$ cat config.mk
export PLATFORM = sky130hd
export DESIGN_NAME = uart_mem_dump
export DESIGN_NICKNAME = d
export VERILOG_FILES = /design/src/rtl/uart_mem_dump.sv
export SDC_FILE = /design/constraint.sdc
export NUM_CORES = 1
export LEC_CHECK = 0
export CAP_MARGIN = 40
export CORE_MARGIN = 1.5
export CORE_UTILIZATION = 43
export CTS_BUF_LIST = sky130_fd_sc_hd__clkbuf_4 sky130_fd_sc_hd__clkbuf_8
export DETAILED_ROUTE_END_ITERATION = 8
export GPL_TIMING_DRIVEN = 0
export PLACE_DENSITY = 0.67
export SYNTH_ARGS = -nofsm -noshare
export SYNTH_HDL_FRONTEND = slang
export SYNTH_SLANG_ARGS = --single-unit
$ cat constraint.sdc
create_clock -name clk -period 3.48 [get_ports clk]
set_input_delay 0.696 -clock clk [delete_from_list [all_inputs] [get_ports clk]]
set_output_delay 0.696 -clock clk [all_outputs]
set_load 0.01 [all_outputs]
$ cat src/rtl/uart_mem_dump.sv
// uart_mem_dump: reads a run of 32-bit words from a synchronous-read memory
// port and transmits them as 8N1 UART frames. Bytes go out low byte first,
// and bits go out LSB first.
module uart_mem_dump #(
  parameter int CLK_FREQ = 10_000_000,
  parameter int BAUD     = 128_000,
  parameter int ADDR_W   = 14
) (
  input  logic              clk,
  input  logic              rst,
  input  logic              start,
  input  logic [ADDR_W-1:0] base_addr,
  input  logic [ADDR_W:0]   word_count,
  output logic [ADDR_W-1:0] mem_addr,
  input  logic [31:0]       mem_rdata,
  output logic              tx,
  output logic              busy,
  output logic              done
);

  localparam int CLKS_PER_BIT = CLK_FREQ / BAUD;
  localparam int CNT_W        = (CLKS_PER_BIT > 1) ? $clog2(CLKS_PER_BIT) : 1;

  localparam logic [CNT_W-1:0]  CNT_LAST   = CNT_W'(CLKS_PER_BIT - 1);
  localparam logic [CNT_W-1:0]  CNT_ZERO   = {CNT_W{1'b0}};
  localparam logic [CNT_W-1:0]  CNT_ONE    = {{(CNT_W-1){1'b0}}, 1'b1};
  localparam logic [ADDR_W:0]   COUNT_ZERO = {(ADDR_W+1){1'b0}};
  localparam logic [ADDR_W:0]   COUNT_ONE  = {{ADDR_W{1'b0}}, 1'b1};
  localparam logic [ADDR_W-1:0] ADDR_ZERO  = {ADDR_W{1'b0}};
  localparam logic [ADDR_W-1:0] ADDR_ONE   = {{(ADDR_W-1){1'b0}}, 1'b1};

  typedef enum logic [2:0] {
    S_IDLE  = 3'd0,
    S_FETCH = 3'd1,
    S_WAIT  = 3'd2,
    S_START = 3'd3,
    S_DATA  = 3'd4,
    S_STOP  = 3'd5
  } state_t;

  state_t              state_r, state_s;
  logic [31:0]         shift_r, shift_s;
  logic [1:0]          byte_idx_r, byte_idx_s;
  logic [2:0]          bit_idx_r, bit_idx_s;
  logic [CNT_W-1:0]    cnt_r, cnt_s;
  logic [ADDR_W:0]     remain_r, remain_s;
  logic [ADDR_W-1:0]   mem_addr_s;
  logic                tx_s, busy_s, done_s;
  logic [7:0]          cur_byte_s;

  // The byte on the wire is always the low byte of the shift word.
  assign cur_byte_s = shift_r[7:0];

  // Next-state and next-output logic for the fetch/serialize sequence.
  always_comb begin
    state_s    = state_r;
    shift_s    = shift_r;
    byte_idx_s = byte_idx_r;
    bit_idx_s  = bit_idx_r;
    cnt_s      = cnt_r;
    remain_s   = remain_r;
    mem_addr_s = mem_addr;
    tx_s       = tx;
    busy_s     = busy;
    done_s     = 1'b0;
    case (state_r)
      S_IDLE: begin
        tx_s   = 1'b1;
        busy_s = 1'b0;
        if (start) begin
          mem_addr_s = base_addr;
          remain_s   = word_count;
          if (word_count != COUNT_ZERO) begin
            state_s = S_FETCH;
            busy_s  = 1'b1;
          end else begin
            done_s = 1'b1;
          end
        end else begin
          state_s = S_IDLE;
        end
      end
      // The memory samples mem_addr on this edge; data is usable in S_WAIT.
      S_FETCH: begin
        state_s = S_WAIT;
      end
      S_WAIT: begin
        shift_s    = mem_rdata;
        byte_idx_s = 2'd0;
        bit_idx_s  = 3'd0;
        cnt_s      = CNT_ZERO;
        tx_s       = 1'b0;
        state_s    = S_START;
      end
      S_START: begin
        if (cnt_r == CNT_LAST) begin
          cnt_s     = CNT_ZERO;
          bit_idx_s = 3'd0;
          tx_s      = cur_byte_s[0];
          state_s   = S_DATA;
        end else begin
          cnt_s = cnt_r + CNT_ONE;
        end
      end
      S_DATA: begin
        if (cnt_r == CNT_LAST) begin
          cnt_s = CNT_ZERO;
          if (bit_idx_r == 3'd7) begin
            tx_s    = 1'b1;
            state_s = S_STOP;
          end else begin
            bit_idx_s = bit_idx_r + 3'd1;
            tx_s      = cur_byte_s[bit_idx_r + 3'd1];
          end
        end else begin
          cnt_s = cnt_r + CNT_ONE;
        end
      end
      S_STOP: begin
        if (cnt_r == CNT_LAST) begin
          cnt_s = CNT_ZERO;
          if (byte_idx_r != 2'd3) begin
            // Next byte of the same word follows with no idle gap.
            shift_s    = {8'h00, shift_r[31:8]};
            byte_idx_s = byte_idx_r + 2'd1;
            tx_s       = 1'b0;
            state_s    = S_START;
          end else if (remain_r > COUNT_ONE) begin
            remain_s   = remain_r - COUNT_ONE;
            mem_addr_s = mem_addr + ADDR_ONE;
            state_s    = S_FETCH;
          end else begin
            busy_s  = 1'b0;
            done_s  = 1'b1;
            state_s = S_IDLE;
          end
        end else begin
          cnt_s = cnt_r + CNT_ONE;
        end
      end
      default: begin
        tx_s    = 1'b1;
        busy_s  = 1'b0;
        state_s = S_IDLE;
      end
    endcase
  end

  // State and output registers with synchronous active-low reset.
  always_ff @(posedge clk) begin
    if (!rst) begin
      state_r    <= S_IDLE;
      shift_r    <= 32'h0000_0000;
      byte_idx_r <= 2'd0;
      bit_idx_r  <= 3'd0;
      cnt_r      <= CNT_ZERO;
      remain_r   <= COUNT_ZERO;
      mem_addr   <= ADDR_ZERO;
      tx         <= 1'b1;
      busy       <= 1'b0;
      done       <= 1'b0;
    end else begin
      state_r    <= state_s;
      shift_r    <= shift_s;
      byte_idx_r <= byte_idx_s;
      bit_idx_r  <= bit_idx_s;
      cnt_r      <= cnt_s;
      remain_r   <= remain_s;
      mem_addr   <= mem_addr_s;
      tx         <= tx_s;
      busy       <= busy_s;
      done       <= done_s;
    end
  end

endmodule

==> flow_summary.ini, run 1 <==
[final_layout]
most-common-layout-cells = nand2_1, clkdlybuf4s50_1, dfxtp_1, nor2_1, a21oi_1
final_common_cell = nand2_1
fillers = 933
drive_above_1_share_pct = 9.206
diodes = 0
nets = 697
design_area_um2 = 5507
area_delta_synth_final_pct = 27.97

[timing]
finalCritPeriodShare_pct = 76.22
worst_slew_pin_slew_ps = 749.9
relSlewSlack_pct = 50.01
holdWs_ps = 464.8
rsz0062_at_grt = false
fin_crit_ps = 2652
setup_viol = 0
skew_ps = 17.18
max_clock_freq_ghz = 0.3770
slew_viol_final = 0
hold_violations = 0
tns_ps = 0

[yosys]
synthFlopType = dfxtp_1
async_reset_ff_share_pct = 0
yosysSeqAreaShare_pct = 36.75
ys_types = 80
ys_warn_count = 0
synth_edf_count = 0
syn_area_per_cell_um2 = 8.073
synth_seq_cells = 79
syn_area_um2 = 4303
syn_nets = 605
synthCells = 533

[floorplan]
initial_core_util_pct = 44.23
die_x_um = 103.0
rows = 36
dieArea_um2 = 10620
coreArea_um2 = 9729
ios = 81
chipHeight_um = 103.0

[grt]
grt_antenna_before_repair = 0
overflow = 0
grt_max_degree = 15
grtUsageTotal_pct = 26.02
grt_pass1_vias = 4217
met2_usage_pct = 43.02
grt_pass1_wl_mm = 21.13
grt-busiest-layer = met2
gr-usage-met3_pct = 4.203
grt_use_met1_pct = 33.61

[power]
p_sw_share_pct = 31.07
p_total_mw = 2.456
power_density_nw_per_um2 = 446.1
combPwrFrac_pct = 23.8
seq_power_share_pct = 43.5
p_switching_mw = 0.7632
p_int_mw = 1.693
leakage_nw = 1.954
vdd_drop_max_mv = 0.2416
clockPowerShare_pct = 32.7

[critical_path]
end_kind = register
path_buf_inv = 2
r2r_cells = 7
rr_endpoint = shift_r[7]$_SDFFE_PN0P_
slowest_delay_ps = 440
crit_fanout = 10
cp.required_ps = 3700
cp.arrival_ps = 2870
critPathKind = register to register
cp.depth = 7
slowest_stage = clkbuf_1
ff2ff_setup_slack_ps = 830
worstReg2RegStart = cnt_r[0]$_SDFFE_PN0P_
critPathCapture = shift_r[7]$_SDFFE_PN0P_
cp-start-kind = register
path_cells = ha_1 -> nand4bb_1 -> or2_1 -> a2bb2oi_1 -> clkbuf_1 -> clkbuf_1 -> a311oi_1
crit_family = buffers and inverters
crit_top_cell = clkbuf_1
crit_start = cnt_r[0]$_SDFFE_PN0P_

[clocking]
h-tree-depth = 3
cts_setup_buffers = 0
clock_sinks = 79
clockRootBuffer = clkbuf_8
cts_resized = 0
clk_path_buf_depth = 2
cts_tree = done
cts_hold_buffers = 0
path_clk_slew_ps = 90
insertion_delay_ps = 380
numCtsBuffers = 9

[min_path]
hold_class = register to register

[routing]
drc = 0
viasPerCell = 5.995
drt-total-wl_mm = 13.52
drtPass1Iterations = 5
vias = 4574
initialDrtViolationCount = 289
avgRoutedWirePerCell_um = 17.72
ant_nets = 0

[placement]
placed_cell_area_um2 = 5278
hpwlAfterDp_mm = 9.783
gp_congestion = 0.9108
io_buffers = 80

[outcome]
status = finished, final reports clean

[flow_run]
max-cap-violations = 0
-- flip-flops by register name, indices dropped and copies added, names as in the netlist --
register	cells
shift_r	32
cnt_r	7
busy	1
remain_r	15
done	1
mem_addr	14
tx	1
bit_idx_r	3
state_r	3
byte_idx_r	2
-- worst register-to-register path, cell delays in order, from the launching register on --
cell and delay (ps):
dfxtp_1 400, ha_1 180, nand4bb_1 230, or2_1 350, a2bb2oi_1 320, clkbuf_1 400
clkbuf_1 440, a311oi_1 190
-- power by group through the flow --
stage               combinational (mW)  clock (mW)  sequential, mW
floorplan                        0.352           0            1.07
global placement                 0.565           0            1.08
detailed placement               0.576           0            1.09
CTS                              0.580       0.802            1.07
global route                     0.637       0.840            1.08
finish                           0.585       0.803            1.07
-- cells in the mapped netlist (all sizes together), types with 3 or more instances --
library cell | number | share of area [%]
nand2 | 83 | 7.2
dfxtp | 79 | 37
nor2 | 68 | 6.0
a21oi | 34 | 4.1
clkbuf | 28 | 2.4
a311oi | 26 | 5.6
o21ai | 23 | 2.7
nor3 | 20 | 2.7
nand3 | 15 | 1.7
a22oi | 13 | 2.3
buf | 9 | 1.9
inv | 9 | 0.79
o22ai | 9 | 1.5
ha | 8 | 2.3
nor4 | 8 | 1.2
o211ai | 8 | 1.4
o311ai | 8 | 1.6
or3 | 8 | 1.3
and3 | 6 | 0.99
or4 | 5 | 1.0
nor2b | 4 | 0.58
a31oi | 3 | 0.44
mux2i | 3 | 0.70
nand4 | 3 | 0.44
o31a | 3 | 0.67
or2 | 3 | 0.44
-- worst min-delay path by stage --
stage                                    from                         to  cells after the start
floorplan           bit_idx_r[1]$_SDFFE_PN0P_  bit_idx_r[1]$_SDFFE_PN0P_                      2
global placement    bit_idx_r[2]$_SDFFE_PN0P_  bit_idx_r[2]$_SDFFE_PN0P_                      2
detailed placement  bit_idx_r[2]$_SDFFE_PN0P_  bit_idx_r[2]$_SDFFE_PN0P_                      2
CTS                 bit_idx_r[1]$_SDFFE_PN0P_  bit_idx_r[1]$_SDFFE_PN0P_                      2
global route        bit_idx_r[2]$_SDFFE_PN0P_  bit_idx_r[2]$_SDFFE_PN0P_                      2
finish              bit_idx_r[2]$_SDFFE_PN0P_  bit_idx_r[2]$_SDFFE_PN0P_                      2
-- stage by stage --
stage | utilization, % | instances | setup slack [ps]
after global placement | 54.17 | 746 | 243.9
after floorplan | - | 533 | 1334
after global routing | 56.60 | 763 | 673.9
after CTS | 56.60 | 763 | 849.9
after detailed placement | 54.24 | 747 | 605.9
final | 56.60 | 763 | 827.7
-- per-layer routing --
layer	wire length (µm)	up-vias
met5	0	-
met4	291	0
met3	935	30
met2	6303	194
met1	5989	2183
li1	-	2167
-- cell type report --
cell class / instances / area (µm²) / share of cell area (%)
inverter: 10 / 37.54 / 0.6817
clock buffer: 10 / 137.6 / 2.499
timing repair buffer: 81 / 808.3 / 14.68
clock inverter: 6 / 91.34 / 1.659
sequential: 79 / 1582 / 28.72
buffer: 37 / 185.2 / 3.363
multi-input combinational: 407 / 2499 / 45.38
tap: 133 / 166.4 / 3.022
-- logic make-up (layout without fill, tap and decap cells) --
family	Yosys count	in the layout	share of synthesized area, %
simple gates	241	241	27.28
compound gates	151	151	26.17
flops	79	79	36.75
buf+inv	47	144	5.175
fa+ha+maj	8	8	2.326
mux	6	6	2.093
xor+xnor	1	1	0.2036
No activity file was read; power rests on OpenSTA's default activity.
==> inputs of run 2 (changes only) <==
==> constraint.sdc (replaced) <==
create_clock -name clk -period 2.5 [get_ports clk]
set_input_delay 0.5 -clock clk [delete_from_list [all_inputs] [get_ports clk]]
set_output_delay 0.5 -clock clk [all_outputs]
set_load 0.01 [all_outputs]
==> run 2 against run 1 <==
Effect of this change:
- routed wire length hardly changed
- worst setup slack worse by 690 ps
- critical path depth stayed put
- non-clock buffer count stayed put
- design area is 0.55% higher
- critical endpoint is now remain_r[14]$_SDFFE_PN0P_
- first-iteration DRC count is 28% higher
- die area stayed put
- hold slack worse by 1.2 ps
- power is 39% higher
- combinational power is 40% higher
- critical path type unchanged
- largest cell class unchanged
==> flow_summary.ini, run 2 (same netlist as run 1, synthesis figures left out) <==
[outcome]
status = finished, final reports clean

[timing]
setup_viol = 0
slew_viol_final = 0
rsz0062_at_grt = false
finalCritPeriodShare_pct = 94.49
max_clock_freq_ghz = 0.4233
fin_crit_ps = 2362
worst_slew_pin_slew_ps = 748.0
hold_violations = 0
holdWs_ps = 463.6
skew_ps = 16.75
relSlewSlack_pct = 50.13

[routing]
drc = 0
drtPass1Iterations = 5
ant_nets = 0
vias = 4538
avgRoutedWirePerCell_um = 17.72
drt-total-wl_mm = 13.52
initialDrtViolationCount = 369
viasPerCell = 5.948

[clocking]
h-tree-depth = 3
cts_tree = done
clockRootBuffer = clkbuf_8
clock_sinks = 79
numCtsBuffers = 9
insertion_delay_ps = 380
path_clk_slew_ps = 100
clk_path_buf_depth = 2

[grt]
grt_max_degree = 15
grt_antenna_before_repair = 0
overflow = 0
grtUsageTotal_pct = 25.99
grt_pass1_vias = 4219
grt_pass1_wl_mm = 21.10

[critical_path]
crit_fanout = 9
end_kind = register
cp-start-kind = register
cp.required_ps = 2740
critPathKind = register to register
cp.arrival_ps = 2610

[floorplan]
dieArea_um2 = 10620
rows = 36
initial_core_util_pct = 44.23
die_x_um = 103.0
chipHeight_um = 103.0
ios = 81
coreArea_um2 = 9729

[final_layout]
fillers = 930
reg_top3 = shift_r (32), remain_r (15), mem_addr (14)
drive_above_1_share_pct = 10.32
diodes = 0
largest_reg_flops = 32
most-common-layout-cells = nand2_1, clkdlybuf4s50_1, dfxtp_1, nor2_1, a21oi_1
nets = 697
area_delta_synth_final_pct = 28.67
max_flop_register = shift_r
final_common_cell = nand2_1

[placement]
hpwlAfterDp_mm = 9.783
io_buffers = 80
gp_congestion = 0.9108

[power]
leakage_nw = 1.964
power_density_nw_per_um2 = 618.1
vdd_drop_max_mv = 0.3364
p_total_mw = 3.422

[flow_run]
max-cap-violations = 0

[min_path]
hold_class = register to register
-- run 2: cell counts in the layout (fill, tap and decap cells not counted) --
Identical to the previous run, type by type.
-- run 2: final timing paths --
kind,slack (ps),depth (start not counted),startpoint,to
setup / recovery,140,7,remain_r[2]$_SDFFE_PN0P_,remain_r[14]$_SDFFE_PN0P_
hold / removal,460,2,bit_idx_r[2]$_SDFFE_PN0P_,bit_idx_r[2]$_SDFFE_PN0P_
setup reg to reg,140,7,remain_r[2]$_SDFFE_PN0P_,remain_r[14]$_SDFFE_PN0P_
hold reg to reg,460,2,bit_idx_r[2]$_SDFFE_PN0P_,bit_idx_r[2]$_SDFFE_PN0P_
-- run 2: per-stage QoR --
step	instances	setup WS (ps)	instance area (µm²)	utilization [%]	setup TNS, ps
after detailed placement	747	-178.1	5278	54.24	-3811
after global routing	763	28.11	5537	56.91	0
final	763	137.8	5537	56.91	0
after CTS	763	19.88	5509	56.62	0
after global placement	746	-540.1	5270	54.17	-11250
after floorplan	533	354.0	4303	-	0
-- run 2: worst max-delay path, cell delays in order (launching register included) --
cell      delay [ps]
dfxtp_1          370
or3_1            390
buf_2            180
or3_1            330
buf_6            150
or3_4            360
o311ai_0         330
o21ai_1          110
-- run 2: layer usage --
layer	wire, µm	part of all wire [%]	global-route usage (%)
met5	0	0	0
met4	269	2.0	11.33
met3	1021	7.6	4.203
met2	6391	47	43.02
met1	5840	43	33.49
-- run 2: area by class of cell --
class | instances | area [µm²] | area share (%)
sequential | 79 | 1582 | 28.57
inverter | 10 | 37.54 | 0.6780
tap | 133 | 166.4 | 3.006
buffer | 37 | 190.2 | 3.435
clock buffer | 10 | 137.6 | 2.486
clock inverter | 6 | 91.34 | 1.650
multi-input combinational | 407 | 2524 | 45.58
timing repair buffer | 81 | 808.3 | 14.60
-- run 2: report_power, final --
part / total (mW) / internal (mW) / switching (mW)
logic: 0.818 / 0.388 / 0.430
clock network: 1.12 / 0.595 / 0.523
registers: 1.49 / 1.38 / 0.110
total: 3.42 / 2.36 / 1.06
-- run 2: repair_timing --
action,4_1_cts,5_1_grt
endpoints found under the setup margin,20,15
resized for setup,2,9
buffers inserted,0,0
hold buffers,0,0
==> patch 1: new RTL, config.mk and constraints of run 2 <==
Encoding of `state_t`: now one-hot (6 bits for 6 states).
--- a/src/rtl/uart_mem_dump.sv
+++ b/src/rtl/uart_mem_dump.sv
@@ -29,13 +29,13 @@
   localparam logic [ADDR_W-1:0] ADDR_ZERO  = {ADDR_W{1'b0}};
   localparam logic [ADDR_W-1:0] ADDR_ONE   = {{(ADDR_W-1){1'b0}}, 1'b1};
 
-  typedef enum logic [2:0] {
-    S_IDLE  = 3'd0,
-    S_FETCH = 3'd1,
-    S_WAIT  = 3'd2,
-    S_START = 3'd3,
-    S_DATA  = 3'd4,
-    S_STOP  = 3'd5
+  typedef enum logic [5:0] {
+    S_IDLE  = 6'b000001,
+    S_FETCH = 6'b000010,
+    S_WAIT  = 6'b000100,
+    S_START = 6'b001000,
+    S_DATA  = 6'b010000,
+    S_STOP  = 6'b100000
   } state_t;
 
   state_t              state_r, state_s;
Check against the original RTL: no difference found for any inputs over 10 cycles, from zero or initial values and one cycle with rst low; not proved beyond that.
==> patch 1 against run 2 <==
- routed wire length rose by 14%
- global-route usage is 0.95 points higher
- largest cell class unchanged
- design area up 7.4%
- final cell count rose by 7.2%
- power decreased by 10%
- highest routed layer unchanged
- synthesized area grew 9.3%
- non-clock buffer count increased by 17
- critical path depth grew 1
- worst setup slack got worse by 0.059 ns
- sequential cell count is 3 higher
- count of clock-buffer cells in the layout shrank 1
- utilization fell by 0.053 points
==> patch 1: results (changes against run 2) <==
[power]
leakage_nw = 2.05  ; +4.6%
total_power_mw = 3.07  ; -10%
power.net_switching_mw = 0.948  ; -11%
power_combinational_mw = 0.601  ; -27%
max_vdd_drop_mv = 0.314  ; -6.5%
pwr-share-seq_pct = 46.5  ; +3.1 points

[cts]
cts.repair.resized = 5  ; +3
clkTransAtPathRegs_ns = 0.09
cts_buffer_depth = 2  ; unchanged
cts_setup_buffers = 0  ; unchanged

[setup_path]
timing.critical_path.arrival_ns = 2.65  ; +0.04 ns
path_delay_family = buffers and inverters
critical_path.slowest_cell = dfxtp_1
maximum_fanout_along_the_worst_path = 10  ; +1
critical_path.max_stage_delay_ns = 0.49  ; +0.10 ns
worst-r2r-setup-slack_ns = 0.08  ; -0.06 ns

[place]
port_buffers = 79  ; -1.3%
routability_cong = 0.899  ; -1.3%
place.detailed.instances = 801  ; +7.2%
placed_area_um2 = 5660  ; +7.3%
detailedPlace.worstSlack_ns = -0.102  ; +0.0757 ns
dp.final_hpwl_mm = 11.3  ; +15%

[global_routing]
grt_pass1_wl_mm = 24.5  ; +16%
grt_overflow_total = 0  ; unchanged
grt_max_degree = 17  ; +2
grt.total_usage_pct = 26.9  ; +0.95 points
first_global_vias = 4833  ; +15%
grt_antenna_before_repair = 0  ; unchanged

[route]
avgRoutedWirePerCell_um = 18.8  ; +6.3%
dr.first_iter.drc_count = 447  ; +21%
drt-total-wl_mm = 15.4  ; +14%
drt_first_pass_iters = 5  ; unchanged
viasPerCell = 6.19  ; +4.1%
drt_drc_violations_left = 0  ; unchanged

[synthesis]
ys_types = 67  ; -16%
synth_common_cells = 82 x dfxtp_1, 76 x nand2_1, 58 x a21oi_1
synth-seq-area-share_pct = 34.9  ; -1.8 points
synth_nets = 658  ; +8.8%
synth.top_cells.by_area = dfxtp_1 35%, a21oi_1 6.2%, nand2_1 6.1%
syn_avg_cell_area_um2 = 8.02  ; -0.61%
ys_dominant_reg_cell = dfxtp_1

[finish]
finish.net_count = 749  ; +7.5%
n_fill_cell = 1010  ; +8.6%
drive_above_1_share_pct = 10.4  ; +0.093 points
layout_top_registers = shift_r: 32 flops, remain_r: 15 flops, mem_addr: 14 flops
antenna-diode-count = 0  ; unchanged

[timing]
max-slew-margin-rel_pct = 53.1  ; +2.9 points
achievable-frequency_mhz = 413  ; -2.4%
clock_skew_ns = 0.0164  ; -0.000306 ns
worst_hold_slack_ns = 0.470  ; +0.00619 ns

[status]
outcome = complete, no violations

[hold_path]
timing.hold.worst.class = flip-flop to flip-flop

patch 1: cell count changes after synthesis, moves of 6 or more:
| cell | run 2 | this run |
|---|---|---|
| a21oi_1 | 32 | 58 |
| o31ai_1 | 2 | 21 |
| nor2_1 | 67 | 49 |
| clkbuf_1 | 28 | 40 |
| a22oi_1 | 13 | 5 |
| o21ai_0 | 21 | 13 |
| a32o_1 | 1 | 8 |
| nand2_1 | 83 | 76 |
| o22ai_1 | 8 | 1 |
| nor3_1 | 17 | 23 |
| o311ai_1 | 0 | 6 |
patch 1: routing by layer:
metal  GRT usage, %  wire, um  vias to the layer above
li1               -         -                     2412
met1           37.5      7110                     2408
met2           41.9      6950                      220
met3           4.72      1100                       26
met4           9.40       244                        0
met5              0         0                        -
patch 1: kinds of logic after synthesis:
kind of cell    share of synthesized area [%]
simple gates                             23.2
compound gates                           30.1
flops                                    34.9
buf+inv                                  5.93
fa+ha+maj                                2.34
mux                                      2.26
xor+xnor                                 1.30
patch 1: worst paths after layout:
| kind | from | endpoint | cells after the start |
|---|---|---|---|
| worst min register to register | bit_idx_r[1] | bit_idx_r[1] | 2 |
| worst max-delay path | state_r[4] | shift_r[23] | 8 |
| worst min-delay path | bit_idx_r[1] | bit_idx_r[1] | 2 |
| worst max register to register | state_r[4] | shift_r[23] | 8 |
patch 1: final cells by class:
type                            instances  area (um2)  area share (%)
Buffer                                 53         262            4.40
Clock buffer                            9         124            2.08
Clock inverter                          7        85.1            1.43
Inverter                               10        37.5           0.631
Multi-Input combinational cell        439        2810            47.3
Sequential cell                        82        1640            27.6
Tap cell                              136         170            2.86
Timing Repair Buffer                   82         813            13.7
==> patch 2: new RTL, flow settings as in run 2 <==
Without the edit above. Set the parameter `CLK_FREQ` to 5_000_000 (it was 10_000_000).
--- a/src/rtl/uart_mem_dump.sv
+++ b/src/rtl/uart_mem_dump.sv
@@ -2,7 +2,7 @@
 // port and transmits them as 8N1 UART frames. Bytes go out low byte first,
 // and bits go out LSB first.
 module uart_mem_dump #(
-  parameter int CLK_FREQ = 10_000_000,
+  parameter int CLK_FREQ = 5_000_000,
   parameter int BAUD     = 128_000,
   parameter int ADDR_W   = 14
 ) (
Formal check against the unedited RTL: same outputs for any inputs over 10 cycles, from zero or initial values and one cycle with rst low; that may be too few to reach the edited logic, so the function may still have changed.
==> patch 2 against run 2 <==
- routed wire length is 6.1% lower
- die area increased by 0.88%
- worst setup slack better by 0.24 ns
- non-clock buffer count shrank 4
- design area is 0.72% lower
- via count is 2.3% lower
- final cell count fell by 1.0%
- synthesized area up 0.90%
- sequential cell count is 1 lower
- power grew 22%
- utilization decreased by 0.67 points
- sequential power increased by 13%
- fmax up 11%
- largest power group unchanged
==> patch 2: results (changes against run 2) <==
[status]
outcome = complete, no violations

[synthesis]
synth.top_cells.by_area = dfxtp_1 36%, nand2_1 7.6%, nor2_1 6.4%
ys_types = 69  ; -14%
synth-edff-count = 0  ; unchanged
ys.warnings.count = 0  ; unchanged
synth_nets = 599  ; -0.99%
synth_fa_ha_area_share_pct = 2.31  ; -0.021 points
synth-seq-area-share_pct = 36.0  ; -0.79 points
synth_common_cells = 88 x nand2_1, 78 x dfxtp_1, 74 x nor2_1
yosys.area_share.xor_xnor_pct = 0.807  ; +0.60 points
synth_compound_gate_area_share_pct = 26.5  ; +0.28 points
muxShareOfSynthArea_pct = 1.73  ; -0.36 points
synthArstFlopShare_pct = 0  ; unchanged

[cts]
cts_buffer_depth = 2  ; unchanged
cts.repair.resized = 0  ; -2
clkTransAtPathRegs_ns = 0.08  ; -0.02 ns
clock_tree.htree_level_count = 3  ; unchanged
clock_sink_count = 78  ; -1.3%
cts-buffers-inserted = 9  ; unchanged
cts_root_buf = clkbuf_8
worst_skew_pair.late_latency_ns = 0.36  ; -0.02 ns

[global_routing]
grt_antenna_before_repair = 0  ; unchanged
grt_pass1_wl_mm = 19.9  ; -5.6%
grt.total_usage_pct = 24.1  ; -1.9 points
grt_max_degree = 15  ; unchanged
first_global_vias = 4083  ; -3.2%

[place]
routability_cong = 0.883  ; -3.1%
dp.final_hpwl_mm = 9.46  ; -3.3%
port_buffers = 79  ; -1.3%

[setup_path]
worst-r2r-cell-count = 8  ; +1
timing.critical_path.arrival_ns = 2.39  ; -0.22 ns
critical_path.max_stage_delay_ns = 0.56  ; +0.17 ns
maximum_fanout_along_the_worst_path = 10  ; +1
path_delay_family = buffers and inverters
critical_path.slowest_cell = clkbuf_1

[power]
leakage_nw = 1.93  ; -1.7%
max_vdd_drop_mv = 0.341  ; +1.3%

[finish]
finish.net_count = 689  ; -1.1%
antenna-diode-count = 0  ; unchanged
drive_above_1_share_pct = 11.4  ; +1.1 points
layout_top_registers = shift_r: 32 flops, remain_r: 15 flops, mem_addr: 14 flops
n_fill_cell = 927  ; -0.32%

[route]
dr.first_iter.drc_count = 223  ; -40%
drt_first_pass_iters = 5  ; unchanged
num_vias = 4434  ; -2.3%
antenna_violating_nets_post_route = 0  ; unchanged
avgRoutedWirePerCell_um = 16.8  ; -5.1%

[timing]
clock_skew_ns = 0.0138  ; -0.00294 ns
max-slew-margin-rel_pct = 53.5  ; +3.3 points

[hold_path]
min_delay_path_depth = 2  ; unchanged
timing.hold.worst.class = flip-flop to flip-flop

==> patch 2: cell types whose count changed after synthesis, moves of 5 or more <==
cell      before  now
a311oi_1      24   15
nand2_1       83   88
nor2_1        67   74
a211oi_1       2    7
o311ai_0       8    0
o22ai_1        8   14
clkbuf_1      28   17
o21ai_0       21   10
buf_2          1    8
a311oi_2       2   12
==> patch 2: final cells by class <==
type / count / area (um2) / share of cell area, %
Buffer: 35 / 190 / 3.46
Clock buffer: 9 / 124 / 2.25
Clock inverter: 7 / 73.8 / 1.34
Inverter: 11 / 41.3 / 0.751
Multi-Input combinational cell: 403 / 2550 / 46.4
Sequential cell: 78 / 1560 / 28.4
Tap cell: 133 / 166 / 3.03
Timing Repair Buffer: 79 / 791 / 14.4
==> patch 2: where the power goes <==
group	internal, mW	total [mW]	leakage (nW)	switching, mW
logic	0.695	1.53	1.19	0.836
clock network	0.465	0.977	0.0996	0.512
registers	1.48	1.68	0.637	0.198
==> patch 2: cell families after synthesis <==
family	count (synthesis)
adders and majority gates	8
and+or+nand+nor	242
AOI/OAI and AO/OA	144
xor gates and xnor gates	4
muxes	5
buffers and inverters	46
DFF	78
==> patch 2: final timing paths <==
kind | startpoint | end | slack (ns)
worst min register to register | remain_r[14] | remain_r[14] | 0.48
worst max-delay path | start | remain_r[7] | 0.38
worst max register to register | cnt_r[0] | remain_r[7] | 0.41
worst min-delay path | remain_r[14] | remain_r[14] | 0.48
==> patch 2: tightest hold or removal path: stages, from the launching register on <==
cell	delay [ns]
dfxtp_1	0.31
nand2_1	0.05
o22ai_1	0.07
==> patch 2: per-stage QoR <==
stage	instances	instance area [um2]	setup slack, ns
2_1_floorplan	527	4340	0.690
3_3_place_gp	739	5300	0.0693
3_5_place_dp	739	5300	0.0241
4_1_cts	755	5500	0.409
5_1_grt	755	5500	0.270
6_report	755	5500	0.378
==> patch 2: routing by layer <==
layer  vias to the layer above  GRT usage (%)  share of wire, %
li1                       2121              -                 -
met1                      2105           29.7                43
met2                       182           40.4                47
met3                        26           5.85               6.9
met4                         0           9.77               2.3
met5                         -              0                 0
